<file path="src/rtl/encoder_8b10b.sv">
// 8b/10b line encoder with running-disparity control.
// One byte plus K flag in per enabled cycle, one registered 10-bit symbol out.
module encoder_8b10b #(
    parameter logic INIT_RD = 1'b0
) (
    input  logic       clk,
    input  logic       rst,
    input  logic       en,
    input  logic [7:0] din,
    input  logic       kin,
    output logic [9:0] dout,
    output logic       kerr,
    output logic       disp,
    output logic       vld
);

    // RD- column of the 5b/6b table, abcdei with a in bit 5
    function automatic logic [5:0] enc5b(input logic [4:0] x);
        logic [5:0] c;
        case (x)
            5'd0:    c = 6'b100111;
            5'd1:    c = 6'b011101;
            5'd2:    c = 6'b101101;
            5'd3:    c = 6'b110001;
            5'd4:    c = 6'b110101;
            5'd5:    c = 6'b101001;
            5'd6:    c = 6'b011001;
            5'd7:    c = 6'b111000;
            5'd8:    c = 6'b111001;
            5'd9:    c = 6'b100101;
            5'd10:   c = 6'b010101;
            5'd11:   c = 6'b110100;
            5'd12:   c = 6'b001101;
            5'd13:   c = 6'b101100;
            5'd14:   c = 6'b011100;
            5'd15:   c = 6'b010111;
            5'd16:   c = 6'b011011;
            5'd17:   c = 6'b100011;
            5'd18:   c = 6'b010011;
            5'd19:   c = 6'b110010;
            5'd20:   c = 6'b001011;
            5'd21:   c = 6'b101010;
            5'd22:   c = 6'b011010;
            5'd23:   c = 6'b111010;
            5'd24:   c = 6'b110011;
            5'd25:   c = 6'b100110;
            5'd26:   c = 6'b010110;
            5'd27:   c = 6'b110110;
            5'd28:   c = 6'b001110;
            5'd29:   c = 6'b101110;
            5'd30:   c = 6'b011110;
            5'd31:   c = 6'b101011;
            default: c = 6'b000000;
        endcase
        return c;
    endfunction

    // RD- column of the 3b/4b table, fghj with f in bit 3
    function automatic logic [3:0] enc3b(input logic [2:0] y, input logic alt);
        logic [3:0] c;
        case (y)
            3'd0:    c = 4'b1011;
            3'd1:    c = 4'b1001;
            3'd2:    c = 4'b0101;
            3'd3:    c = 4'b1100;
            3'd4:    c = 4'b1101;
            3'd5:    c = 4'b1010;
            3'd6:    c = 4'b0110;
            3'd7:    c = alt ? 4'b0111 : 4'b1110;
            default: c = 4'b0000;
        endcase
        return c;
    endfunction

    function automatic logic [2:0] ones6(input logic [5:0] v);
        return 3'(v[0]) + 3'(v[1]) + 3'(v[2]) + 3'(v[3]) + 3'(v[4]) + 3'(v[5]);
    endfunction

    function automatic logic [2:0] ones4(input logic [3:0] v);
        return 3'(v[0]) + 3'(v[1]) + 3'(v[2]) + 3'(v[3]);
    endfunction

    logic [9:0] dout_q, dout_d;
    logic       kerr_q, kerr_d;
    logic       rd_q, rd_d;
    logic       vld_q;

    logic [4:0] x_s;
    logic [2:0] y_s;
    logic       k28_s, k_ok_s, unbal6_s, rd6_s, alt7_s, comp4_s;
    logic [5:0] c6_s;
    logic [3:0] c4_s;

    // Symbol construction from the byte, K flag and current running disparity
    always_comb begin
        x_s      = din[4:0];
        y_s      = din[7:5];
        k28_s    = (x_s == 5'd28);
        k_ok_s   = kin && (k28_s || ((y_s == 3'd7) &&
                   ((x_s == 5'd23) || (x_s == 5'd27) || (x_s == 5'd29) || (x_s == 5'd30))));
        kerr_d   = kin && !k_ok_s;

        c6_s     = (k_ok_s && k28_s) ? 6'b001111 : enc5b(x_s);
        unbal6_s = (ones6(c6_s) != 3'd3);
        rd6_s    = rd_q ^ unbal6_s;

        // Alternate D.x.7 avoids a run of five across the 6b/4b boundary
        alt7_s   = k_ok_s ||
                   (!rd6_s && ((x_s == 5'd17) || (x_s == 5'd18) || (x_s == 5'd20))) ||
                   ( rd6_s && ((x_s == 5'd11) || (x_s == 5'd13) || (x_s == 5'd14)));
        c4_s     = enc3b(y_s, alt7_s);

        // K28 balanced 4b halves are inverted relative to data on the RD- side
        if (rd6_s) begin
            comp4_s = (ones4(c4_s) != 3'd2) || (y_s == 3'd3);
        end else begin
            comp4_s = k_ok_s && k28_s &&
                      ((y_s == 3'd1) || (y_s == 3'd2) || (y_s == 3'd5) || (y_s == 3'd6));
        end

        dout_d[9:4] = (rd_q && (unbal6_s || (x_s == 5'd7))) ? ~c6_s : c6_s;
        dout_d[3:0] = comp4_s ? ~c4_s : c4_s;
        rd_d        = rd6_s ^ (ones4(c4_s) != 3'd2);
    end

    // Output and running-disparity registers
    always_ff @(posedge clk) begin
        if (rst) begin
            dout_q <= 10'h000;
            kerr_q <= 1'b0;
            rd_q   <= INIT_RD;
            vld_q  <= 1'b0;
        end else if (en) begin
            dout_q <= dout_d;
            kerr_q <= kerr_d;
            rd_q   <= rd_d;
            vld_q  <= 1'b1;
        end else begin
            dout_q <= dout_q;
            kerr_q <= kerr_q;
            rd_q   <= rd_q;
            vld_q  <= 1'b0;
        end
    end

    assign dout = dout_q;
    assign kerr = kerr_q;
    assign disp = rd_q;
    assign vld  = vld_q;

endmodule

</file>
<file path="config.mk">
export PLATFORM = sky130hd
export DESIGN_NAME = encoder_8b10b
export DESIGN_NICKNAME = d
export VERILOG_FILES = /design/src/rtl/encoder_8b10b.sv
export SDC_FILE = /design/constraint.sdc
export NUM_CORES = 1
export LEC_CHECK = 0
export ABC_AREA = 0
export CAP_MARGIN = 20
export CELL_PAD_IN_SITES_DETAIL_PLACEMENT = 0
export CELL_PAD_IN_SITES_GLOBAL_PLACEMENT = 1
export CORE_MARGIN = 5
export CORE_UTILIZATION = 39
export DETAILED_ROUTE_END_ITERATION = 16
export GPL_TIMING_DRIVEN = 0
export PLACE_DENSITY_LB_ADDON = 0.1
export SLEW_MARGIN = 20
export SYNTH_ARGS = -nofsm -noshare
export SYNTH_HDL_FRONTEND = slang
export SYNTH_SLANG_ARGS = --single-unit
export TNS_END_PERCENT = 100
</file>
<file path="constraint.sdc">
create_clock -name clk -period 9.3 [get_ports clk]
set_clock_uncertainty 0.1 [all_clocks]
set_input_delay 0.93 -clock clk [delete_from_list [all_inputs] [get_ports clk]]
set_output_delay 0.93 -clock clk [all_outputs]
set_load 0.01 [all_outputs]
</file>
---- Yosys cells after proc, flatten, opt, wreduce, memory -nomap -nowiden ----
Memories as Yosys holds them, arrays and structs flattened.
Cells that the tools add are included.
word-level totals
  input port bits ......................... 12
  flip-flop bits (word level) ............. 13
  bits in read-only memories .............. 192
  logic and storage cells ................. 71
  memories ................................ 1
  output and inout port bits .............. 13
memories
  memory            depth  width  read ports  clocked after memory_dff  wr ports  RTL line  RTL
  (name not given)  32     6      1           0                         0         20        case (x)
operators by class
  $add $sub $neg .......................... 8
  bitwise gates (word level) .............. 4
  equal/unequal tests ..................... 21
  reduce and logical (&&, ||, !) cells .... 26
  mux-type cells .......................... 7
operators with widths
  kind                                                    number
  == test 5 bit (second input constant)                   8
  one-hot mux 4 bit (8 select lines)                      1
  == test 5 x 4 -> 1 bit (second input constant)          3
  logical OR 1 bit                                        15
  adder 3 x 1 -> 3 bit                                    4
  == test 3 bit (second input constant)                   4
  2-to-1 mux 6 bit                                        2
  logical AND 1 bit                                       8
  2-to-1 mux 4 bit                                        2
  adder 2 x 1 -> 3 bit                                    2
  == test 3 x 2 -> 1 bit (second input constant)          2
  inequality test 3 x 2 -> 1 bit (second input constant)  2
  NOT 6 bit                                               1
  == test 5 x 3 -> 1 bit (second input constant)          1
  adder 1 x 1 -> 2 bit                                    2
  NOT 4 bit                                               1
  == test 3 x 1 -> 1 bit (second input constant)          1
  zero test 3 bit                                         1
  zero test 1 bit                                         2
  2-to-1 mux 1 bit                                        2
  bitwise XOR 1 bit                                       2

---- Longest topological paths before layout ----
  depth after elaboration ................. 29
  mapped depth ............................ 24
  mapped depth without buffers ............ 24

---- Worst setup path after synthesis ----
Ideal clock, no wire load.
  path type ............................... input to register
  from .................................... input port din[0]
  to ...................................... register dout_q[3] (netlist: dout[3])
  library setup time ...................... 0.114 ns
  required time ........................... 9.086 ns
  setup slack ............................. 2.432 ns
  data arrival time ....................... 6.654 ns
  cell stages on the path ................. 24
  buffers on the path ..................... 0
  cell sequence ........................... inv_1 > ha_1 > nand3_1 > or2_1 > o2111ai_1 > o21ai_1 > fa_1 > fa_1 > inv_1 > ha_1 > inv_1 > fa_1 > nand3b_4 > xor2_2 > mux2_4 > a221o_2 > fa_1 > ha_1 > ha_1 > or3b_1 > nand2_1 > o311ai_4 > xor2_1 > a21o_1
between the ends
  word-level cells in the longest chain between the ends .. 29
  elaborated cells between the ends (all ways) .. 47
  classes of those cells .................. 8 x add/sub; 13 x eq/ne; 5 x mux; 2 x bitwise; 18 x reduce/logical; 1 x memory
RTL lines
  element                             RTL line  RTL
  start: declaration                  9         input logic [7:0] din,
  == test 5 bit                       100       ((x_s == 5'd23) || (x_s == 5'd27) || (x_s == 5'd29) || (x_s == 5'd30))));
  logical OR 1 bit (3 in series)      100
  logical AND 1 bit                   99        k_ok_s = kin && (k28_s || ((y_s == 3'd7) &&
  logical OR 1 bit                    99
  logical AND 1 bit                   99
  logical AND 1 bit                   103, 117
  2-to-1 mux 6 bit                    103       c6_s = (k_ok_s && k28_s) ? 6'b001111 : enc5b(x_s);
  adder 1 x 1 -> 2 bit                76        return 3'(v[0]) + 3'(v[1]) + 3'(v[2]) + 3'(v[3]) + 3'(v[4]) + 3'(v[5]);
  (+11 left out)                      --
  one-hot mux 4 bit (8 select lines)  61        case (y)
  adder 1 x 1 -> 2 bit                80        return 3'(v[0]) + 3'(v[1]) + 3'(v[2]) + 3'(v[3]);
  adder 2 x 1 -> 3 bit                80
  adder 3 x 1 -> 3 bit                80
  inequality test 3 x 2 -> 1 bit      115       comp4_s = (ones4(c4_s) != 3'd2) || (y_s == 3'd3);
  logical OR 1 bit                    115
  2-to-1 mux 1 bit                    114       if (rd6_s) begin
  2-to-1 mux 4 bit (*)                122       dout_d[3:0] = comp4_s ? ~c4_s : c4_s;
  end signal: assignment              134       dout_q <= dout_d;
  end signal: assignment              139       dout_q <= dout_q;
  end: declaration                    83        logic [9:0] dout_q, dout_d;
Mark *: on every way between the ends. The rest lies on a longest branch, timed or not.
A chain may end at the register's enable or synchronous reset.

---- Worst setup path in the final report ----
Same ends and word-level chain as after synthesis.

==> results.md <==
* # setup viols final at 0
* Sequential area share after synthesis at 0.186
* Final hold violation count at 0
* Crit path DAT at 7770 ps
* Worst Tran Pin Value at 577 ps
* CTS tree: done
* Avg Vias per Cell at 5.21
* DR WL met2 at 1580 um
* Fillers at 352
* Rows at 21
* CP top delay family: adder cells
* Dpl hpwl at 2610 um
* Min Clock Period, post-route at 7700 ps
* Status: completed
* Setup CP Type: input pin to flip-flop
* WP buf/inv at 4
* Hold Crit Class: flip-flop to flip-flop
* Worst-Skew Late Latency at 270 ps
* Synth Instances at 162
* Share of synthesized flip-flops with an asynchronous set or reset at 0
* Area fraction of the dominant cell type after synthesis at 0.186
* Initial core utilization at 0.410
* Pin count of the biggest net entering global routing at 11
* Multiplexer area fraction after synthesis at 0.0849
* Slew Limit Fails at 0
* Complex-gate fraction of the synthesized area at 0.203
* IO Port Bufs at 23
* Hold Buf Count CTS at 0
* Ports at 25
* Final Power at 0.000278 W
* Critical Path RT at 9370 ps
* Post-Synth Simple-Gate Area at 0.225
* Met3 Wirelength at 88 um
* Yosys cell types at 55
* Ratio of final minimum period to clock period at 0.828
* Slew headroom at 0.615
* CP Max Fanout at 7
* Maximum VDD drop at 0.0903 mV
* Peak Freq at 0.130 GHz
* DR top layer: met4
* Total Wirelength at 3250 um
* Crit start category: input pin
* Core area at 3420 um^2
* Area Overhead vs Synth at 22.4%
* Syn Area/Cell at 8.64 um^2
* Fraction of layout cells with a size suffix above 1 at 0.0899
* DR WL/cell at 13.8 um
* Nets at 217
* Vias at 1225
* Remaining antenna violation count at 0
* Main flop type after synthesis: dfxtp_1
* Largest family of logic cells by synthesized area: simple AND/OR/NAND/NOR gates
* Setup TNS at 0 ps
* Adder-cell share of the synthesized area at 0.155
* P_leak at 0.699 nW
* Gp weighted congestion at 0.808
* N_diodes at 0
* Synth Area in XOR/XNOR at 0.0867
* CP peak stage delay at 540 ps
* Die area at 4890 um^2
* Post-synth top area cell: dfxtp_1
* Clk slew on worst S/H paths at 70 ps
* Initial antenna violation count at 0
* Vias in the first global route at 1206
* Synthesized flop and latch total at 13
* First-pass GRT wire length at 5550 um
* Cell Pwr Density at 162 nW/um^2
* Syn Std Cell Area at 1400 um^2
* Die Y-Extent at 69.9 um
* EDFF count, synth at 0
* Syn nets at 189
* CP endpoint kind: flip-flop
* TritonCTS buffer count at 3
* Die W at 69.9 um
* DRT iter0 DRCs at 22
* Postcts setup bufs at 0
* Slowest-stage cell, CP: clkdlybuf4s50_1
* # clock sinks at 13
* Synth area leaders: dfxtp_1, ha_1, fa_1
* Synth warn at 0
* H-tree Lvls at 1
* Max cap viols at 0
* Root Buffer: clkbuf_4
* Grt ovf at 0
* Met1 wire length at 1560 um
* RSZ-0062 raised after global routing: no
* Gr usage total at 0.135
* Post-CTS sizing at 0
* Clk buf depth at 2
* Remaining design rule violation count at 0
* DRT Pass-1 Iters at 4
==> tightest hold or removal path, cell delays in order (launching register included) <==
cell and delay (ps):
dfxtp_1 320, nand2b_1 60, a21oi_1 50
==> registers in the layout, indices dropped and copies added (netlist names) <==
register,flops
dout,10
disp,1
kerr,1
vld,1
==> where the power goes <==
group | switching (W) | internal (W)
logic | 0.0000831 | 0.0000859
registers | 0.00000828 | 0.0000674
clock network | 0.0000168 | 0.0000166
==> final timing paths <==
kind           from       to  slack (ps)  cells past startpoint
max reg2reg    disp  dout[3]        5550                     11
min            kerr     kerr         370                      2
max          din[0]  dout[3]        1600                     25
min reg2reg    kerr     kerr         370                      2
==> synthesized netlist by cell type, types with 2 or more instances <==
master    count
nand2b_1      4
nor2_1       16
mux2i_1       7
nand3b_1      2
buf_2         3
nor3b_1       2
clkbuf_1      5
a21o_1        2
o21ai_1       3
or2_1         2
nor2b_1       4
o21ai_0       3
a211oi_1      6
nand2_1      11
nand3_1       4
ha_1         11
nand4_1       4
inv_1         7
fa_1          4
xnor2_1       6
a21oi_1       5
dfxtp_1      13
xor2_1        6
==> routing by layer <==
metal	track usage	vias up
met2	0.224	18
met5	0	-
met1	0.179	573
met3	0.0359	2
met4	0.0213	0
li1	-	632
==> logic make-up after synthesis <==
logic type	after synthesis
flops	13
buf+inv	18
fa+ha+maj	15
mux	10
compound gates	35
xor+xnor	13
simple gates	58
==> metrics by stage <==
stage | hold slack, ps | area [um^2] | std cells | util | worst slack (ps)
after global routing | 407 | 1710 | 235 | 0.502 | 1250
after floorplan | 390 | 1400 | 162 | - | 2430
after CTS | 377 | 1710 | 235 | 0.502 | 1570
final | 374 | 1710 | 235 | 0.502 | 1600
after global placement | 367 | 1690 | 231 | 0.494 | 1410
after detailed placement | 364 | 1690 | 231 | 0.494 | 1300
==> final cells by class <==
cell class              instances  area, um^2  share of cell area
multi-input cells             131        1060               0.617
repair buffers                 23         230               0.134
inverters                       8        30.0              0.0175
flip-flops and latches         13         260               0.152
well taps                      46        57.6              0.0336
clock buffers                   4        26.3              0.0153
plain buffers                  10        52.6              0.0307
==> placed cells by master (no fill, tap or decap), types with 5 or more instances in the layout <==
cell type | synthesis | layout
nor2_1 | 16 | 16
a21oi_1 | 5 | 5
a211oi_1 | 6 | 6
clkbuf_1 | 5 | 6
mux2i_1 | 7 | 7
dfxtp_1 | 13 | 13
xor2_1 | 6 | 6
nand2_1 | 11 | 11
ha_1 | 11 | 11
inv_1 | 7 | 7
clkdlybuf4s50_1 | 0 | 23
xnor2_1 | 6 | 6
Power figures use the tool's default switching activity.
